$ cat src/rtl/disp_scan_ctrl_pkg.sv
// Shared definitions for the multiplexed 7-segment scan controller:
// slot FSM encoding and default timing constants.
package disp_scan_ctrl_pkg;

    typedef enum logic {
        ST_DEAD  = 1'b0,
        ST_DRIVE = 1'b1
    } slot_state_t;

    localparam int DEF_N_DIGITS = 4;
    localparam int DEF_CLK_DIV  = 50000;
    localparam int DEF_DEAD_CYC = 2;

endpackage

$ cat src/rtl/disp_scan_ctrl_if.sv
// Host-side load bus plus the scanned display outputs of disp_scan_ctrl.
interface disp_scan_ctrl_if
    import disp_scan_ctrl_pkg::*;
#(
    parameter int N_DIGITS = DEF_N_DIGITS
);
    logic                    load;
    logic [4*N_DIGITS-1:0]   data_in;
    logic [N_DIGITS-1:0]     dp_in;
    logic                    lzs_en;
    logic [3:0]              digit_hex;
    logic [N_DIGITS-1:0]     digit_sel_n;
    logic                    dp_n;
    logic                    frame_done;

    modport master (
        output load, data_in, dp_in, lzs_en,
        input  digit_hex, digit_sel_n, dp_n, frame_done
    );

    modport slave (
        input  load, data_in, dp_in, lzs_en,
        output digit_hex, digit_sel_n, dp_n, frame_done
    );
endinterface

$ cat src/rtl/scan_tick_gen.sv
// Slot prescaler: counts 0..CLK_DIV-1, flags the last cycle of a slot and
// whether the following cycle falls inside the anode-off dead window.
module scan_tick_gen
    import disp_scan_ctrl_pkg::*;
#(
    parameter int CLK_DIV  = DEF_CLK_DIV,
    parameter int DEAD_CYC = DEF_DEAD_CYC
) (
    input  logic clk,
    input  logic rst_n,
    output logic slot_end,
    output logic dead_next
);
    localparam int CNT_W = $clog2(CLK_DIV);

    logic [CNT_W-1:0] cnt_reg;
    logic [CNT_W-1:0] cnt_next;

    assign slot_end  = (cnt_reg == CNT_W'(CLK_DIV - 1));
    assign cnt_next  = slot_end ? '0 : cnt_reg + 1'b1;
    // Look-ahead so the parent can register outputs aligned with the count.
    assign dead_next = (cnt_next < CNT_W'(DEAD_CYC));

    always_ff @(posedge clk or negedge rst_n) begin
        if (!rst_n) begin
            cnt_reg <= '0;
        end else begin
            cnt_reg <= cnt_next;
        end
    end
endmodule

$ cat src/rtl/disp_scan_ctrl.sv
// Multiplexed 7-segment scan controller: double-buffered digit data committed
// at frame end, dead-time between slots, optional leading-zero suppression.
module disp_scan_ctrl
    import disp_scan_ctrl_pkg::*;
#(
    parameter int N_DIGITS = DEF_N_DIGITS,
    parameter int CLK_DIV  = DEF_CLK_DIV,
    parameter int DEAD_CYC = DEF_DEAD_CYC
) (
    input  logic             clk,
    input  logic             rst_n,
    disp_scan_ctrl_if.slave  bus
);
    localparam int IDX_W = $clog2(N_DIGITS);
    localparam logic [IDX_W-1:0] IDX_LAST = IDX_W'(N_DIGITS - 1);

    logic                  slot_end;
    logic                  dead_next;
    slot_state_t           state_reg, state_next;
    logic [IDX_W-1:0]      idx_reg, idx_next;
    logic [4*N_DIGITS-1:0] disp_reg, disp_next, shadow_disp_reg;
    logic [N_DIGITS-1:0]   dp_reg, dp_next, shadow_dp_reg;
    logic                  lzs_reg, lzs_next, shadow_lzs_reg;
    logic                  pending_reg;
    logic                  frame_end, commit;
    logic [N_DIGITS:0]     upper_zero;
    logic [N_DIGITS-1:0]   supp_next;
    logic [N_DIGITS-1:0]   sel_next;
    logic [3:0]            digit_hex_reg;
    logic [N_DIGITS-1:0]   digit_sel_n_reg;
    logic                  dp_n_reg;
    logic                  frame_done_reg;

    scan_tick_gen #(
        .CLK_DIV  (CLK_DIV),
        .DEAD_CYC (DEAD_CYC)
    ) u_tick (
        .clk       (clk),
        .rst_n     (rst_n),
        .slot_end  (slot_end),
        .dead_next (dead_next)
    );

    assign frame_end = slot_end && (idx_reg == IDX_LAST);
    // A load in the frame's last cycle bypasses the shadow straight into the commit.
    assign commit    = frame_end && (pending_reg || bus.load);
    assign disp_next = !commit ? disp_reg : (bus.load ? bus.data_in : shadow_disp_reg);
    assign dp_next   = !commit ? dp_reg   : (bus.load ? bus.dp_in   : shadow_dp_reg);
    assign lzs_next  = !commit ? lzs_reg  : (bus.load ? bus.lzs_en  : shadow_lzs_reg);
    assign idx_next  = !slot_end ? idx_reg : ((idx_reg == IDX_LAST) ? '0 : idx_reg + 1'b1);

    // upper_zero[k]: nibbles k..N_DIGITS-1 of the next display word are all zero.
    assign upper_zero[N_DIGITS] = 1'b1;
    generate
        for (genvar gi = 0; gi < N_DIGITS; gi++) begin : g_lzs
            assign upper_zero[gi] = (disp_next[4*gi +: 4] == 4'd0) && upper_zero[gi+1];
            assign supp_next[gi]  = (gi != 0) && lzs_next && upper_zero[gi] && !dp_next[gi];
        end
    endgenerate

    always_comb begin
        state_next = state_reg;
        unique case (state_reg)
            ST_DEAD:  if (!dead_next) state_next = ST_DRIVE;
            ST_DRIVE: if (slot_end)   state_next = ST_DEAD;
            default:  state_next = ST_DEAD;
        endcase
    end

    always_comb begin
        sel_next = '1;
        if (state_next == ST_DRIVE && !supp_next[idx_next]) begin
            sel_next[idx_next] = 1'b0;
        end
    end

    always_ff @(posedge clk or negedge rst_n) begin
        if (!rst_n) begin
            state_reg       <= ST_DEAD;
            idx_reg         <= '0;
            disp_reg        <= '0;
            dp_reg          <= '0;
            lzs_reg         <= 1'b0;
            shadow_disp_reg <= '0;
            shadow_dp_reg   <= '0;
            shadow_lzs_reg  <= 1'b0;
            pending_reg     <= 1'b0;
            digit_hex_reg   <= 4'd0;
            digit_sel_n_reg <= '1;
            dp_n_reg        <= 1'b1;
            frame_done_reg  <= 1'b0;
        end else begin
            state_reg <= state_next;
            idx_reg   <= idx_next;
            disp_reg  <= disp_next;
            dp_reg    <= dp_next;
            lzs_reg   <= lzs_next;
            if (bus.load) begin
                shadow_disp_reg <= bus.data_in;
                shadow_dp_reg   <= bus.dp_in;
                shadow_lzs_reg  <= bus.lzs_en;
            end
            pending_reg     <= commit ? 1'b0 : (pending_reg || bus.load);
            digit_hex_reg   <= disp_next[{idx_next, 2'b00} +: 4];
            digit_sel_n_reg <= sel_next;
            dp_n_reg        <= (state_next == ST_DRIVE) ? ~dp_next[idx_next] : 1'b1;
            frame_done_reg  <= frame_end;
        end
    end

    assign bus.digit_hex   = digit_hex_reg;
    assign bus.digit_sel_n = digit_sel_n_reg;
    assign bus.dp_n        = dp_n_reg;
    assign bus.frame_done  = frame_done_reg;
endmodule
$ cat src/flat_wrapper.sv
// flat-port wrapper written by rule: the top's interface ports become plain ports
module disp_scan_ctrl_flat import disp_scan_ctrl_pkg::*;
#(
    parameter int N_DIGITS = DEF_N_DIGITS,
    parameter int CLK_DIV  = DEF_CLK_DIV,
    parameter int DEAD_CYC = DEF_DEAD_CYC
)
  (clk, rst_n, bus_load, bus_data_in, bus_dp_in, bus_lzs_en, bus_digit_hex, bus_digit_sel_n, bus_dp_n, bus_frame_done);
  disp_scan_ctrl_if #(.N_DIGITS(N_DIGITS)) bus_i ();
  input  logic clk;
  input  logic rst_n;
  input wire logic [$bits(bus_i.load)-1:0] bus_load;
  input wire logic [$bits(bus_i.data_in)-1:0] bus_data_in;
  input wire logic [$bits(bus_i.dp_in)-1:0] bus_dp_in;
  input wire logic [$bits(bus_i.lzs_en)-1:0] bus_lzs_en;
  output wire logic [$bits(bus_i.digit_hex)-1:0] bus_digit_hex;
  output wire logic [$bits(bus_i.digit_sel_n)-1:0] bus_digit_sel_n;
  output wire logic [$bits(bus_i.dp_n)-1:0] bus_dp_n;
  output wire logic [$bits(bus_i.frame_done)-1:0] bus_frame_done;
  assign bus_i.load = bus_load;
  assign bus_i.data_in = bus_data_in;
  assign bus_i.dp_in = bus_dp_in;
  assign bus_i.lzs_en = bus_lzs_en;
  assign bus_digit_hex = bus_i.digit_hex;
  assign bus_digit_sel_n = bus_i.digit_sel_n;
  assign bus_dp_n = bus_i.dp_n;
  assign bus_frame_done = bus_i.frame_done;
  disp_scan_ctrl #(.N_DIGITS(N_DIGITS), .CLK_DIV(CLK_DIV), .DEAD_CYC(DEAD_CYC)) u_core (.clk(clk), .rst_n(rst_n), .bus(bus_i));
endmodule
$ cat config.mk
export PLATFORM = sky130hd
export DESIGN_NAME = disp_scan_ctrl_flat
export DESIGN_NICKNAME = d
export VERILOG_FILES = /design/src/rtl/disp_scan_ctrl_pkg.sv /design/src/rtl/disp_scan_ctrl_if.sv /design/src/rtl/scan_tick_gen.sv /design/src/rtl/disp_scan_ctrl.sv /design/src/flat_wrapper.sv
export SDC_FILE = /design/constraint.sdc
export NUM_CORES = 1
export LEC_CHECK = 0
export BUFFER_PORTS_ARGS = -buffer_cell sky130_fd_sc_hd__buf_4
export CORE_MARGIN = 4
export CORE_UTILIZATION = 50
export CTS_BUF_LIST = sky130_fd_sc_hd__clkbuf_8
export CTS_CLUSTER_DIAMETER = 40
export DETAILED_ROUTE_END_ITERATION = 7
export MAX_ROUTING_LAYER = met4
export PLACE_DENSITY = 0.71
export SKIP_CTS_REPAIR_TIMING = 1
export SYNTH_ARGS = -nofsm -noshare
export SYNTH_HDL_FRONTEND = slang
export SYNTH_HIERARCHICAL = 1
export SYNTH_SLANG_ARGS = --single-unit
$ cat constraint.sdc
create_clock -name clk -period 3.15 [get_ports clk]
set_clock_uncertainty 0.05 [all_clocks]
set_input_delay 0.1575 -clock clk [delete_from_list [all_inputs] [get_ports clk]]
set_output_delay 0.1575 -clock clk [all_outputs]
set_load 0.01 [all_outputs]
Yosys cells after proc, flatten, opt, wreduce, memory -nomap -nowiden
Cells that the tools add are included.

cells by class
  add/sub/neg operators = 2
  magnitude comparators = 3
  equal/unequal tests = 2
  shifts and indexed selects = 1
  mux-type cells = 21
  bitwise operators = 3
  reductions and logical operators = 20

operator list
  kind                                                                                 number
  16-bit 2-to-1 mux                                                                    3
  16-bit by 1-bit adder with 16-bit output, second input constant                      1
  16-bit == test, second input constant                                                1
  16-bit by 2-bit less-than comparator with 1-bit output, second input constant        1
  16-bit by 5-bit indexed part select with 4-bit output                                1
  1-bit logical AND                                                                    12
  4-bit logical NOT                                                                    3
  4-bit 2-to-1 mux                                                                     3
  1-bit 2-to-1 mux                                                                     9
  1-bit binary-select mux with 2-bit select                                            2
  1-bit logical NOT                                                                    4
  2-bit 2-to-1 mux                                                                     2
  4-bit inverter                                                                       1
  2-bit by 3-bit less-than comparator with 1-bit output, second input constant         1
  2-bit by 1-bit adder with 2-bit output, second input constant                        1
  1-bit demux with 2-bit select                                                        1
  2-bit == test, second input constant                                                 1
  2-bit by 1-bit greater-or-equal comparator with 1-bit output, second input constant  1
  1-bit inverter                                                                       2
  1-bit case mux with 2 select lines                                                   1
  1-bit logical OR                                                                     1

storage, ports and cells
  bits in registers = 72
  input port bits = 24
  output and inout bits = 10
  word-level logic and storage cells = 66

Longest topological paths before layout
Gate-level depths: netlist (run 1).

  word-level depth = 14
  depth in mapped cells = 12
  mapped depth without buffers = 11

Modules after synthesis
The synthesis (run 1) kept the hierarchy.

modules (own cells, without submodules)
  module          times used  cells each  area each (um^2)
  disp_scan_ctrl  1           183         2364.8
  scan_tick_gen   1           112         1061.0

Worst setup path after synthesis (run 1)
Ideal clock, no wire load.

  kind = register -> register
  start point = register u_core.u_tick.cnt_reg[10]
  end point = register u_core.dp_n_reg (netlist: u_core/bus.dp_n)
  library setup time = 0.062 ns
  arrival = 2.722 ns
  required time = 3.038 ns
  setup slack = 0.316 ns
  cell stages (with the launch flop) = 12
  path buffers = 2
  clock period less this slack = 2.834 ns
  cell sequence = dfrtp_1 or4b_1 nor3_1 nand3_1 clkinv_1 buf_6 o211a_4 buf_6 mux2_4 mux2_2 a221o_1 nand2_1

between the ends
  cells in the longest elaborated chain, start to end = 8
  elaborated cells on any way between the ends = 15
  those cells by class = add/sub: 1; order compare: 1; eq/ne: 1; mux: 9; bitwise: 1; reduce/logical: 2

RTL lines
  item                                       RTL line               source
  start: declaration                         scan_tick_gen.sv:16    logic [CNT_W-1:0] cnt_reg;
  start signal: assignment                   scan_tick_gen.sv:28    cnt_reg <= cnt_next;
  16-bit == test                             scan_tick_gen.sv:19    assign slot_end = (cnt_reg == CNT_W'(CLK_DIV - 1));
  named net u_core.slot_end                  disp_scan_ctrl.sv:17   logic slot_end;
  1-bit logical AND                          disp_scan_ctrl.sv:44   assign frame_end = slot_end && (idx_reg == IDX_LAST);
  1-bit logical AND                          disp_scan_ctrl.sv:46   assign commit = frame_end && (pending_reg || bus.load);
  4-bit 2-to-1 mux                           disp_scan_ctrl.sv:48   assign dp_next = !commit ? dp_reg : (bus.load ? bus.dp_in : shadow_dp_reg);
  named net u_core.dp_next[2]                disp_scan_ctrl.sv:22   logic [N_DIGITS-1:0] dp_reg, dp_next, shadow_dp_reg;
  1-bit binary-select mux with 2-bit select  disp_scan_ctrl.sv:106  dp_n_reg <= (state_next == ST_DRIVE) ? ~dp_next[idx_next] : 1'b1;
  1-bit 2-to-1 mux (not written as such)     disp_scan_ctrl.sv:106
  1-bit inverter                             disp_scan_ctrl.sv:106
  1-bit 2-to-1 mux                           disp_scan_ctrl.sv:106
  end signal: assignment                     disp_scan_ctrl.sv:106
  end: declaration                           disp_scan_ctrl.sv:31   logic dp_n_reg;

The timed path passes the listed nets, and every way through them passes these cells. The select of a mux whose other input is x is not followed.

Final worst setup path (run 1)
  start point = register u_core.u_tick.cnt_reg[10]
  end point = register u_core.digit_sel_n_reg[3] (netlist: u_core/bus.digit_sel_n[3])

between the ends
  cells in the longest elaborated chain, start to end = 14
  elaborated cells on any way between the ends = 38
  those cells by class = add/sub: 1; order compare: 3; eq/ne: 1; mux: 13; bitwise: 1; reduce/logical: 19

RTL lines
  item                                         RTL line               source
  16-bit == test *                             scan_tick_gen.sv:19
  named net u_core.slot_end                    disp_scan_ctrl.sv:17
  1-bit logical AND *                          disp_scan_ctrl.sv:44
  1-bit logical AND *                          disp_scan_ctrl.sv:46
  16-bit 2-to-1 mux *                          disp_scan_ctrl.sv:47   assign disp_next = !commit ? disp_reg : (bus.load ? bus.data_in : shadow_disp_reg);
  named net u_core.disp_next[13]               disp_scan_ctrl.sv:21   logic [4*N_DIGITS-1:0] disp_reg, disp_next, shadow_disp_reg;
  4-bit logical NOT *                          disp_scan_ctrl.sv:56   assign upper_zero[gi] = (disp_next[4*gi +: 4] == 4'd0) && upper_zero[gi+1];
  1-bit logical AND (2 in a row)               disp_scan_ctrl.sv:56
  1-bit logical AND (2 in a row)               disp_scan_ctrl.sv:57   assign supp_next[gi] = (gi != 0) && lzs_next && upper_zero[gi] && !dp_next[gi];
  1-bit binary-select mux with 2-bit select *  disp_scan_ctrl.sv:72   if (state_next == ST_DRIVE && !supp_next[idx_next]) begin
  1-bit 2-to-1 mux (not written as such) *     disp_scan_ctrl.sv:72
  1-bit logical NOT *                          disp_scan_ctrl.sv:72
  1-bit logical AND *                          disp_scan_ctrl.sv:72
  4-bit 2-to-1 mux *                           disp_scan_ctrl.sv:72
  named net u_core.sel_next[3]                 disp_scan_ctrl.sv:28   logic [N_DIGITS-1:0] sel_next;
  end signal: assignment                       disp_scan_ctrl.sv:105  digit_sel_n_reg <= sel_next;
  end: declaration                             disp_scan_ctrl.sv:30   logic [N_DIGITS-1:0] digit_sel_n_reg;

The timed path passes the listed nets; every way through them passes the cells marked *. The select of a mux whose other input is x is not followed.

==> summary.txt, run 1 <==
Timing
  – Final setup violating endpoints: 0
  – Relative slew slack: 0.4064
  – Final Cycle Share: 0.9576
  – Final Hold Fails: 0
  – Worst-Margin Slew: about 0.9 ns
  – Final Max Tran Viols: 0
  – RSZ-0062 raised after global routing: yes
  – Shortest period the worst path allows: approximately 3.0 ns
  – Fmax achieved: about 330 MHz

Logic synthesis
  – Top post-synthesis cells by area: dfrtp_1 49%, mux2_2 7.6%, nand2_1 4.9%
  – Post-synth EDFFs: 0
  – Post-Syn Instances: 295
  – Asr flop ratio synth: 1.000
  – Syn nets: 322
  – Top cell type's share of synthesized area: 0.4894
  – Synth Flop Type: dfrtp_1
  – Synth warnings: 6
  – Mapped cell area: 3426 um2
  – Synth Register Bits: 72
  – Synth area leader: dfrtp_1
  – Register area share after synthesis: 0.5278
  – Mean Syn Cell Area: roughly 12 um2
  – Synth unique cells: 56

Placed design
  – IO buf count: 33
  – Dpl hpwl: about 4.7 mm
  – RePlAce Congestion: around 0.82

Cells and area
  – Share of layout cells above drive strength 1: 0.3130
  – Final core utilization: 0.6249
  – Area Overhead vs Synth: 18.48%
  – Diodes inserted: 0
  – # nets final: approximately 370

Run status
  – Status: finished, final reports clean

Clock network
  – Clk_lat worst skew: 0.34 ns
  – Clk buf depth: 2
  – CTS H-tree lvls: 3
  – CTS tree: built
  – CTS buffer count: 9
  – Clock slew at reported path FFs: around 0.080 ns
  – Clock root buffer: clkbuf_8
  – CTS sink cnt: approximately 70

Drt
  – Pre-antenna DRT Iters: 4
  – Vias per cell: 5.664
  – Starting DRT DRC Count: 98
  – Final ANT Viol Nets: 0
  – Routed Wire Length: 6.960 mm
  – Via count: ~2400
  – DR WL/cell: 16.49 um
  – Post-route DRC: 0

Floorplanning
  – I/O pin count: 34
  – Die Y: between 90 and 100 um
  – Row count: 29
  – Core area: roughly 6500 um2
  – Die width: between 90 and 100 um
  – Die area: 8240 um2
  – Initial core utilization: 0.5275

Power and ir drop
  – LEAKAGE: 1.831 nW
  – PD cells: approximately 480 nW/um2
  – Combinational Power Share: 0.049
  – Int Pwr: 0.001527 W
  – Sw frac: 0.2138
  – Peak supply drop: ~0.34 mV
  – Reg power frac: 0.493
  – NetSw: approximately 0.00042 W
  – Tot Pwr: just under 0.002 W
  – Clock network power share: 0.457

Critical path
  – Worst Reg-to-Reg Cells: 9
  – Crit-path max FO: 9
  – CP max-delay cell: or4b_1
  – Slowest cell delay on critical path: 0.54 ns
  – Startpoint types: register
  – FF-to-FF End: u_core/bus.digit_sel_n[3]
  – Worst Path Required: roughly 3.4 ns
  – Worst R2R Setup Slack: approximately 0.13 ns
  – Reg-to-Reg Start: u_core/u_tick/cnt_reg[10]
  – Crit path capture type: register
  – Critical path cell sequence: or4b_1 -> nor3_1 -> nand3_1 -> clkinvlp_4 -> o211a_4 -> mux2_2 -> nor2_1 -> nand4bb_1 -> o211ai_1
  – CP Capture Point: u_core/bus.digit_sel_n[3]
  – Crit path from: u_core/u_tick/cnt_reg[10]
  – WS Path Type: register to register
  – WP data arrival: between 3 and 4 ns

Global route
  – Initial antenna violation count: 0
  – Global-route wire length before repair: 11.43 mm
  – Number of global-route vias before repair: ~2300
  – GRT Util Overall: 0.1793
  – Largest net degree at the start of global routing: 73
  – Final global-route overflow total: 0

Hold path
  – Worst min path class: input pin to register

Run
  – Maxcap violations: 0
==> placed cells by master (no fill, tap or decap), types with 5 or more instances in the layout <==
cell,n
buf_4,42
clkbuf_8,9
dfrtp_1,67
dfstp_2,5
dlygate4sd3_1,5
inv_1,6
mux2_2,23
nand2_1,45
nand3_1,5
nand4_1,9
nor2_1,19
nor4_1,5
o21ai_0,7
xnor2_1,6
xor2_1,7
==> cell families (layout without fill, tap and decap cells) <==
| logic type | count (synthesis) | count (layout) | share of synthesized area |
|---|---|---|---|
| AND/OR/NAND/NOR | 117 | 117 | 0.1760 |
| flip-flops | 72 | 72 | 0.5278 |
| multiplexers | 34 | 34 | 0.1289 |
| AO/OA/AOI/OAI | 33 | 34 | 0.07670 |
| buffers and inverters | 22 | 71 | 0.04383 |
| XOR/XNOR | 14 | 14 | 0.03579 |
| adder cells (fa/ha/maj) | 3 | 3 | 0.01096 |
==> worst max-delay path, delay by kind of cell (launching register included) <==
family	cells	cell delay, ns
AO/OA/AOI/OAI	2	0.52
buffers and inverters	1	0.26
multiplexers	1	0.38
AND/OR/NAND/NOR	5	1.27
flip-flops	1	0.45
==> metrics by stage <==
stage | cells | cell area (um2) | hold WS, ns | setup TNS [ns] | worst slack, ns
after floorplan | 295 | 3426 | -0.1881 | 0 | 0.3165
after global placement | 397 | 3695 | 0.2855 | 0 | 0.1224
after detailed placement | 397 | 3695 | 0.2909 | 0 | 0.1052
after CTS | 413 | 3938 | -0.08979 | 0 | 0.07224
after global routing | 422 | 4059 | 0.0004106 | -0.03933 | -0.02193
final | 422 | 4059 | 0.006429 | 0 | 0.1335
==> layer usage <==
metal | GRT usage | part of all wire | up-vias
met5 | - | 0 | -
met4 | 0.09422 | 0.021 | 0
met3 | 0.03917 | 0.058 | 14
met2 | 0.2397 | 0.45 | 68
met1 | 0.2543 | 0.48 | 1164
li1 | - | - | 1144
==> worst min path at each step <==
stage	start	to	slack (ns)	depth (start not counted)
2_1_floorplan	rst_n	u_core/bus.digit_hex[0]	-0.19	0
3_3_place_gp	rst_n	u_core/u_tick/cnt_reg[6]	0.29	1
3_5_place_dp	rst_n	u_core/u_tick/cnt_reg[6]	0.29	1
4_1_cts	rst_n	u_core/u_tick/cnt_reg[6]	-0.09	1
5_1_grt	bus_data_in[9]	u_core/shadow_disp_reg[9]	0.0004	2
6_report	bus_data_in[2]	u_core/shadow_disp_reg[2]	0.006	2
==> synth_stat cells, types with 3 or more instances <==
cell,count
buf_6,8
nor3_1,4
nor2_1,19
nand2_1,45
a211o_2,3
inv_1,5
mux2_4,3
nand2b_1,3
nand3_1,5
xnor2_1,7
a21oi_1,4
xor2_1,7
nand4_1,9
or4_1,4
nor4_1,5
ha_1,3
dfstp_2,5
clkbuf_1,4
clkinv_1,3
mux2_2,23
o21ai_0,7
mux2i_1,4
o32ai_1,3
and2_1,3
dfrtp_1,67
==> area by class of cell <==
| cell class | instances | area (um2) |
|---|---|---|
| clock buffer | 9 | 123.9 |
| clock inverter | 7 | 118.9 |
| fill | 530 | 2436 |
| inverter | 8 | 33.78 |
| multi-input combinational | 202 | 1513 |
| sequential | 72 | 1808 |
| tap | 77 | 96.34 |
| timing repair buffer | 47 | 365.4 |
==> power groups by stage <==
stage	Clock (W)	Sequential (W)	Combinational, W
5_1_grt	0.000952	0.000962	0.000107
4_1_cts	0.000907	0.000959	0.0000919
6_report	0.000889	0.000958	0.0000959
3_5_place_dp	0	0.000977	0.0000917
3_3_place_gp	0	0.000976	0.0000901
2_1_floorplan	0	0.000974	0.0000460
No activity file was read; power rests on OpenSTA's default activity.
==> inputs of run 2 (changes only) <==
--- a/config.mk
+++ b/config.mk
@@ -18,3 +18,4 @@
 export SYNTH_HDL_FRONTEND = slang
 export SYNTH_HIERARCHICAL = 1
 export SYNTH_SLANG_ARGS = --single-unit
+export TNS_END_PERCENT = 30
==> constraint.sdc (replaced) <==
create_clock -name clk -period 3.15 [get_ports clk]
set_clock_uncertainty 0.05 [all_clocks]
set_input_delay 0.63 -clock clk [delete_from_list [all_inputs] [get_ports clk]]
set_output_delay 0.63 -clock clk [all_outputs]
set_load 0.01 [all_outputs]
==> run 2 against run 1 <==
Compared with the run above: non-clock buffer count decreased by 8; largest cell class unchanged; register-to-register slack improved by 0.05 ns; worst hold slack improved by 0.33 ns; die area unchanged.
==> summary.txt, run 2 (synthesis gave the netlist of run 1 again) <==
Drt
  – Vias per cell: 5.579 (-1.5%)
  – Routed Wire Length: 6.711 mm (-3.6%)
  – Post-route DRC: 0 (unchanged)
  – DR WL/cell: 16.25 um (-1.5%)
  – Final ANT Viol Nets: 0 (unchanged)
  – Pre-antenna DRT Iters: 4 (unchanged)
  – Starting DRT DRC Count: 136 (+39%)
  – Via count: 2304 (-3.6%)

Timing
  – Fmax achieved: 337.5 MHz (+1.8%)
  – Final setup violating endpoints: 0 (unchanged)
  – Final Cycle Share: 0.9407 (-0.01695)
  – TNS Setup: 0 ns (unchanged)
  – Worst-Margin Slew: 0.8877 ns (-0.002732 ns)
  – Final Hold Fails: 0 (unchanged)
  – Relative slew slack: 0.4082 (+0.001821)
  – RSZ-0062 raised after global routing: no
  – Shortest period the worst path allows: 2.963 ns (-0.05339 ns)
  – Final Max Tran Viols: 0 (unchanged)

Placed design
  – IO buf count: 33 (unchanged)
  – RePlAce Congestion: 0.8186 (unchanged)
  – Dpl hpwl: 4.670 mm (unchanged)

Critical path
  – Startpoint types: register
  – WS Path Type: register to register
  – Worst Reg-to-Reg Cells: 9 (unchanged)
  – Worst Path Required: 3.36 ns (about the same)
  – FF-to-FF End: u_core/bus.digit_sel_n[2]
  – Crit path capture type: register
  – Worst R2R Setup Slack: 0.19 ns (+0.05 ns)
  – Crit path from: u_core/u_tick/cnt_reg[10]
  – Crit-path max FO: 20 (+11)
  – WP data arrival: 3.17 ns (-0.06 ns)
  – CP Capture Point: u_core/bus.digit_sel_n[2]
  – Reg-to-Reg Start: u_core/u_tick/cnt_reg[10]

Cells and area
  – Area Overhead vs Synth: 15.30%
  – Most frequent cells in the layout: 67 x dfrtp_1, 45 x nand2_1, 39 x buf_4
  – Commonest non-fill, non-tap cell in the layout: dfrtp_1
  – Share of layout cells above drive strength 1: 0.3095 (-0.003520)
  – Register area: 1808 um2 (unchanged)
  – Multi-input gate area: 1480 um2 (-2.2%)
  – Fill count: 548 (+3.4%)
  – Diodes inserted: 0 (unchanged)
  – # nets final: 358 (-2.5%)

Floorplanning
  – Initial core utilization: 0.5275 (unchanged)
  – Die area: 8240 um2 (unchanged)
  – Die width: 90.78 um (unchanged)
  – Die Y: 90.78 um (unchanged)
  – I/O pin count: 34 (unchanged)
  – Core area: 6495 um2 (unchanged)
  – Row count: 29 (unchanged)

Power and ir drop
  – Peak supply drop: 0.3405 mV (+1.4%)
  – Sw frac: 0.2129 (-0.0009318)
  – Reg power frac: 0.495 (+0.002)
  – NetSw: 0.0004120 W (-0.82%)
  – PD cells: 490.0 nW/um2 (+2.4%)
  – Combinational Power Share: 0.046 (-0.003)
  – Tot Pwr: 0.001935 W (-0.39%)
  – Int Pwr: 0.001523 W (-0.27%)
  – LEAKAGE: 1.800 nW (-1.7%)
  – Clock network power share: 0.458 (about the same)

Clock network
  – CTS sink cnt: 72 (unchanged)
  – CTS buffer count: 9 (unchanged)
  – CTS tree: built
  – Clk buf depth: 2 (unchanged)
  – Clock root buffer: clkbuf_8
  – Clk_lat worst skew: 0.34 ns (about the same)
  – Clock slew at reported path FFs: 0.08 ns (about the same)
  – CTS H-tree lvls: 3 (unchanged)

Global route
  – Largest net degree at the start of global routing: 73 (unchanged)
  – Initial antenna violation count: 0 (unchanged)
  – Final global-route overflow total: 0 (unchanged)
  – Number of global-route vias before repair: 2269 (unchanged)
  – GRT Util Overall: 0.1793 (unchanged)
  – Global-route wire length before repair: 11.43 mm (unchanged)

Hold path
  – Worst min path class: input pin to asynchronous set/reset pin

Run
  – Maxcap violations: 0 (unchanged)

Run status
  – Status: finished, final reports clean
run 2: cell count changes in the layout (fill, tap and decap cells not counted), sizes merged:
cell and change:
o211a -1, dlygate4sd3 -5, inv +1, buf -3, clkinvlp -1
run 2: power by group through the flow:
stage               combinational, W  sequential, W  clock [W]
floorplan                  0.0000460       0.000974          0
global placement           0.0000901       0.000976          0
detailed placement         0.0000917       0.000977          0
CTS                        0.0000919       0.000959   0.000907
global route                0.000100       0.000962   0.000955
finish                     0.0000896       0.000959   0.000887
run 2: worst max-delay path: stages (launching register included):
cell	delay, ns
dfrtp_1	0.45
or4b_1	0.55
nor3_2	0.14
nand3_1	0.17
inv_2	0.19
o211a_4	0.36
mux2_2	0.40
nor2_1	0.15
nand4bb_1	0.18
o2111ai_1	0.23
run 2: how the worst min path moves through the flow:
stage	from	end	slack, ns
after CTS	rst_n	u_core/u_tick/cnt_reg[6]	0.38
after global placement	u_core/shadow_disp_reg[15]	u_core/shadow_disp_reg[15]	0.42
after floorplan	rst_n	u_core/bus.digit_hex[0]	0.28
after global routing	rst_n	u_core/u_tick/cnt_reg[5]	0.40
final	rst_n	u_core/u_tick/cnt_reg[5]	0.33
after detailed placement	u_core/lzs_reg	u_core/lzs_reg	0.42
run 2: stage by stage:
step                hold slack [ns]  area, um2  std cells  setup slack [ns]  utilization
global route                 0.4005       3950        413          0.004352       0.6082
floorplan                    0.2844       3426        295            0.3165            -
global placement             0.4151       3695        397            0.1224       0.5689
detailed placement           0.4220       3695        397            0.1052       0.5689
CTS                          0.3827       3938        413           0.07224       0.6062
finish                       0.3340       3950        413            0.1869       0.6082
run 2: layer usage:
layer | up-vias | routed length [um] | global-route usage
met5 | - | 0 | -
li1 | 1126 | - | -
met1 | 1115 | 3326 | 0.2543
met3 | 14 | 297 | 0.03917
met2 | 49 | 2928 | 0.2397
met4 | 0 | 158 | 0.09422
run 2: layout make-up:
type | count | share of cell area
inverter | 8 | 0.007602
multi-input combinational | 201 | 0.3747
sequential | 72 | 0.4577
clock inverter | 7 | 0.03009
tap | 77 | 0.02439
clock buffer | 9 | 0.03136
timing repair buffer | 39 | 0.07412
==> inputs of run 3 (changes only) <==
--- a/config.mk
+++ b/config.mk
@@ -10,12 +10,11 @@
 export CORE_UTILIZATION = 50
 export CTS_BUF_LIST = sky130_fd_sc_hd__clkbuf_8
 export CTS_CLUSTER_DIAMETER = 40
+export CTS_CLUSTER_SIZE = 8
 export DETAILED_ROUTE_END_ITERATION = 7
 export MAX_ROUTING_LAYER = met4
-export PLACE_DENSITY = 0.71
+export PLACE_DENSITY = 0.72
 export SKIP_CTS_REPAIR_TIMING = 1
 export SYNTH_ARGS = -nofsm -noshare
 export SYNTH_HDL_FRONTEND = slang
-export SYNTH_HIERARCHICAL = 1
 export SYNTH_SLANG_ARGS = --single-unit
-export TNS_END_PERCENT = 30
==> run 3 against run 2 <==
Compared with the run above: power decreased by 13%; synthesized cell count decreased by 8.1%; sequential share of layout area increased by 2.9 points; sequential power about the same; die area decreased by 5.8%; global-route usage increased by 0.58 points; final area decreased by 6.0%; via count decreased by 6.9%; critical path depth increased by 1; critical path type unchanged.
==> summary.txt, run 3 <==
Floorplanning
  – Die area: 7764 um2 (-5.8%)
  – Initial core utilization: 0.5295 (+0.002070)
  – Row count: 28 (-3.4%)
  – Core area: 6061 um2 (-6.7%)
  – Die Y: 88.12 um (-2.9%)
  – Die width: 88.12 um (-2.9%)
  – I/O pin count: 34 (unchanged)

Logic synthesis
  – Synth Register Bits: 72 (unchanged)
  – Mapped cell area: 3209 um2 (-6.3%)
  – Synth area leader: dfrtp_1
  – Synth warnings: 0 (-6)
  – Syn nets: 297 (-7.8%)
  – Asr flop ratio synth: 1.000 (unchanged)
  – Synth Flop Type: dfrtp_1
  – Post-synth EDFFs: 0 (unchanged)
  – Synth unique cells: 42 (-25%)
  – Top post-synthesis cells by count: 67 x dfrtp_1, 39 x mux2_2, 29 x nand2_1, 16 x nor2_1, 10 x o21ai_0
  – Post-Syn Instances: 271 (-8.1%)
  – Register area share after synthesis: 0.5634 (+0.03560)
  – Mean Syn Cell Area: 11.84 um2 (+2.0%)
  – Most common cell in the netlist: dfrtp_1
  – Top cell type's share of synthesized area: 0.5224 (+0.03301)
  – Top post-synthesis cells by area: dfrtp_1 52%, mux2_2 14%, dfstp_2 4.1%

Power and ir drop
  – Int Pwr: 0.001296 W (-15%)
  – Sw frac: 0.2291 (+0.01626)
  – NetSw: 0.0003853 W (-6.5%)
  – Reg power frac: 0.569 (+0.074)
  – Clock network power share: 0.380 (-0.078)
  – Peak supply drop: 0.3922 mV (+15%)
  – Combinational Power Share: 0.051 (+0.005)
  – PD cells: 452.8 nW/um2 (-7.6%)
  – LEAKAGE: 1.753 nW (-2.6%)

Cells and area
  – Share of layout cells above drive strength 1: 0.3227 (+0.01316)
  – Final core utilization: 0.6127 (+0.004549)
  – Area Overhead vs Synth: 15.71%
  – # nets final: 334 (-6.7%)
  – Most frequent cells in the layout: 67 x dfrtp_1, 39 x mux2_2, 37 x buf_4
  – Commonest non-fill, non-tap cell in the layout: dfrtp_1
  – Diodes inserted: 0 (unchanged)

Drt
  – Routed Wire Length: 6.141 mm (-8.5%)
  – DR WL/cell: 15.83 um (-2.6%)
  – Final ANT Viol Nets: 0 (unchanged)
  – Post-route DRC: 0 (unchanged)
  – Vias per cell: 5.531 (-0.86%)
  – Starting DRT DRC Count: 123 (-9.6%)
  – Pre-antenna DRT Iters: 4 (unchanged)
  – Via count: 2146 (-6.9%)

Critical path
  – Worst R2R Setup Slack: 0.28 ns (+0.09 ns)
  – WS Path Type: register to register
  – Reg-to-Reg Start: u_core.u_tick.cnt_reg[0]
  – Crit path from: u_core.u_tick.cnt_reg[0]
  – Crit path capture type: register
  – Worst Reg-to-Reg Cells: 10 (+1)
  – FF-to-FF End: u_core.bus.digit_sel_n[3]
  – Worst Path Required: 3.35 ns (about the same)
  – Startpoint types: register
  – WP data arrival: 3.07 ns (-0.10 ns)
  – Crit-path max FO: 15 (-25%)

Run status
  – Status: finished, final reports clean

Clock network
  – CTS tree: built
  – CTS sink cnt: 72 (unchanged)
  – Clock root buffer: clkbuf_8
  – Clk_lat worst skew: 0.35 ns (about the same)
  – Clk buf depth: 2 (unchanged)
  – Clock slew at reported path FFs: 0.07 ns (about the same)
  – CTS H-tree lvls: 3 (unchanged)
  – CTS buffer count: 9 (unchanged)

Timing
  – Final Cycle Share: 0.9108 (-0.02987)
  – Final Hold Fails: 0 (unchanged)
  – RSZ-0062 raised after global routing: no
  – Hold WS: 0.3494 ns (+0.01542 ns)
  – Worst-Margin Slew: 0.8756 ns (-0.01212 ns)
  – TNS Setup: 0 ns (unchanged)
  – Final setup violating endpoints: 0 (unchanged)
  – Fmax achieved: 348.5 MHz (+3.3%)
  – Final Max Tran Viols: 0 (unchanged)
  – Relative slew slack: 0.4163 (+0.008079)
  – Shortest period the worst path allows: 2.869 ns (-0.09408 ns)

Global route
  – Largest net degree at the start of global routing: 73 (unchanged)
  – GRT Util Overall: 0.1850 (+0.005756)
  – Number of global-route vias before repair: 2156 (-5.0%)
  – Final global-route overflow total: 0 (unchanged)
  – Initial antenna violation count: 0 (unchanged)
  – Global-route wire length before repair: 10.43 mm (-8.8%)

Placed design
  – IO buf count: 33 (unchanged)
  – Dpl hpwl: 4.199 mm (-10%)
  – RePlAce Congestion: 0.8766 (+7.1%)

Run
  – Maxcap violations: 0 (unchanged)

Hold path
  – Worst min path class: input pin to asynchronous set/reset pin
run 3: cell types whose count changed in the layout (fill, tap and decap cells not counted), moves of 4 or more:
cell      delta
mux2_2      +16
nand2_1     -16
a31oi_1      +4
nand4_1      -4
nand4b_1     +4
or4_1        -4
xor2_1       -4
run 3: final cells by class:
class                      instances  area (um2)
clock buffer                      10       137.6
timing repair buffer              37       277.8
sequential                        72        1808
tap                               75       93.84
clock inverter                     6       37.54
fill                             507        2347
multi-input combinational        182        1336
inverter                           6       22.52
run 3: through the flow:
stage               std cells  total power [W]  area [um2]  worst slack [ns]
finish                    388         0.001682        3714            0.2809
global route              388         0.001758        3714           0.01848
CTS                       388         0.001708        3714            0.2894
detailed placement        372         0.001063        3538            0.2971
global placement          372         0.001061        3538            0.3846
floorplan                 271         0.001013        3209            0.5650
run 3: power groups by stage:
stage / Sequential, W / Combinational, W / Clock (W)
after floorplan: 0.000973 / 0.0000405 / 0
after global placement: 0.000974 / 0.0000873 / 0
after detailed placement: 0.000975 / 0.0000880 / 0
after CTS: 0.000957 / 0.0000889 / 0.000662
after global routing: 0.000959 / 0.0000977 / 0.000701
final: 0.000957 / 0.0000859 / 0.000638
run 3: logic make-up (layout without fill, tap and decap cells):
| logic type | count (synthesis) | count (layout) | synth area share |
|---|---|---|---|
| AO/OA/AOI/OAI | 32 | 32 | 0.06628 |
| adder cells (fa/ha/maj) | 2 | 2 | 0.007796 |
| multiplexers | 46 | 46 | 0.1591 |
| flip-flops | 72 | 72 | 0.5634 |
| XOR/XNOR | 10 | 10 | 0.02729 |
| AND/OR/NAND/NOR | 92 | 92 | 0.1559 |
| buffers and inverters | 17 | 59 | 0.02027 |
run 3: worst max-delay path by stage:
stage | end | slack, ns
floorplan | u_core.bus.digit_sel_n[2] | 0.56
global placement | u_core.bus.digit_sel_n[2] | 0.38
detailed placement | u_core.bus.digit_sel_n[3] | 0.30
CTS | u_core.bus.digit_sel_n[3] | 0.29
global route | u_core.bus.digit_sel_n[3] | 0.02
finish | u_core.bus.digit_sel_n[3] | 0.28
run 3: layer usage:
layer | share of wire | up-vias | global-route usage
li1 | - | 1044 | -
met1 | 0.48 | 1045 | 0.2462
met2 | 0.46 | 46 | 0.2719
met3 | 0.038 | 11 | 0.03669
met4 | 0.022 | 0 | 0.09066
met5 | 0 | - | -
run 3: critical path, cell delays in order (launching register included):
cell and delay [ns]:
dfrtp_1 0.42, ha_1 0.29, nand4b_1 0.22, nor4_4 0.34, buf_4 0.28, mux2i_1 0.25, inv_1 0.22, and2_1 0.23
o2bb2ai_1 0.11, o211ai_1 0.25, nand4_1 0.13
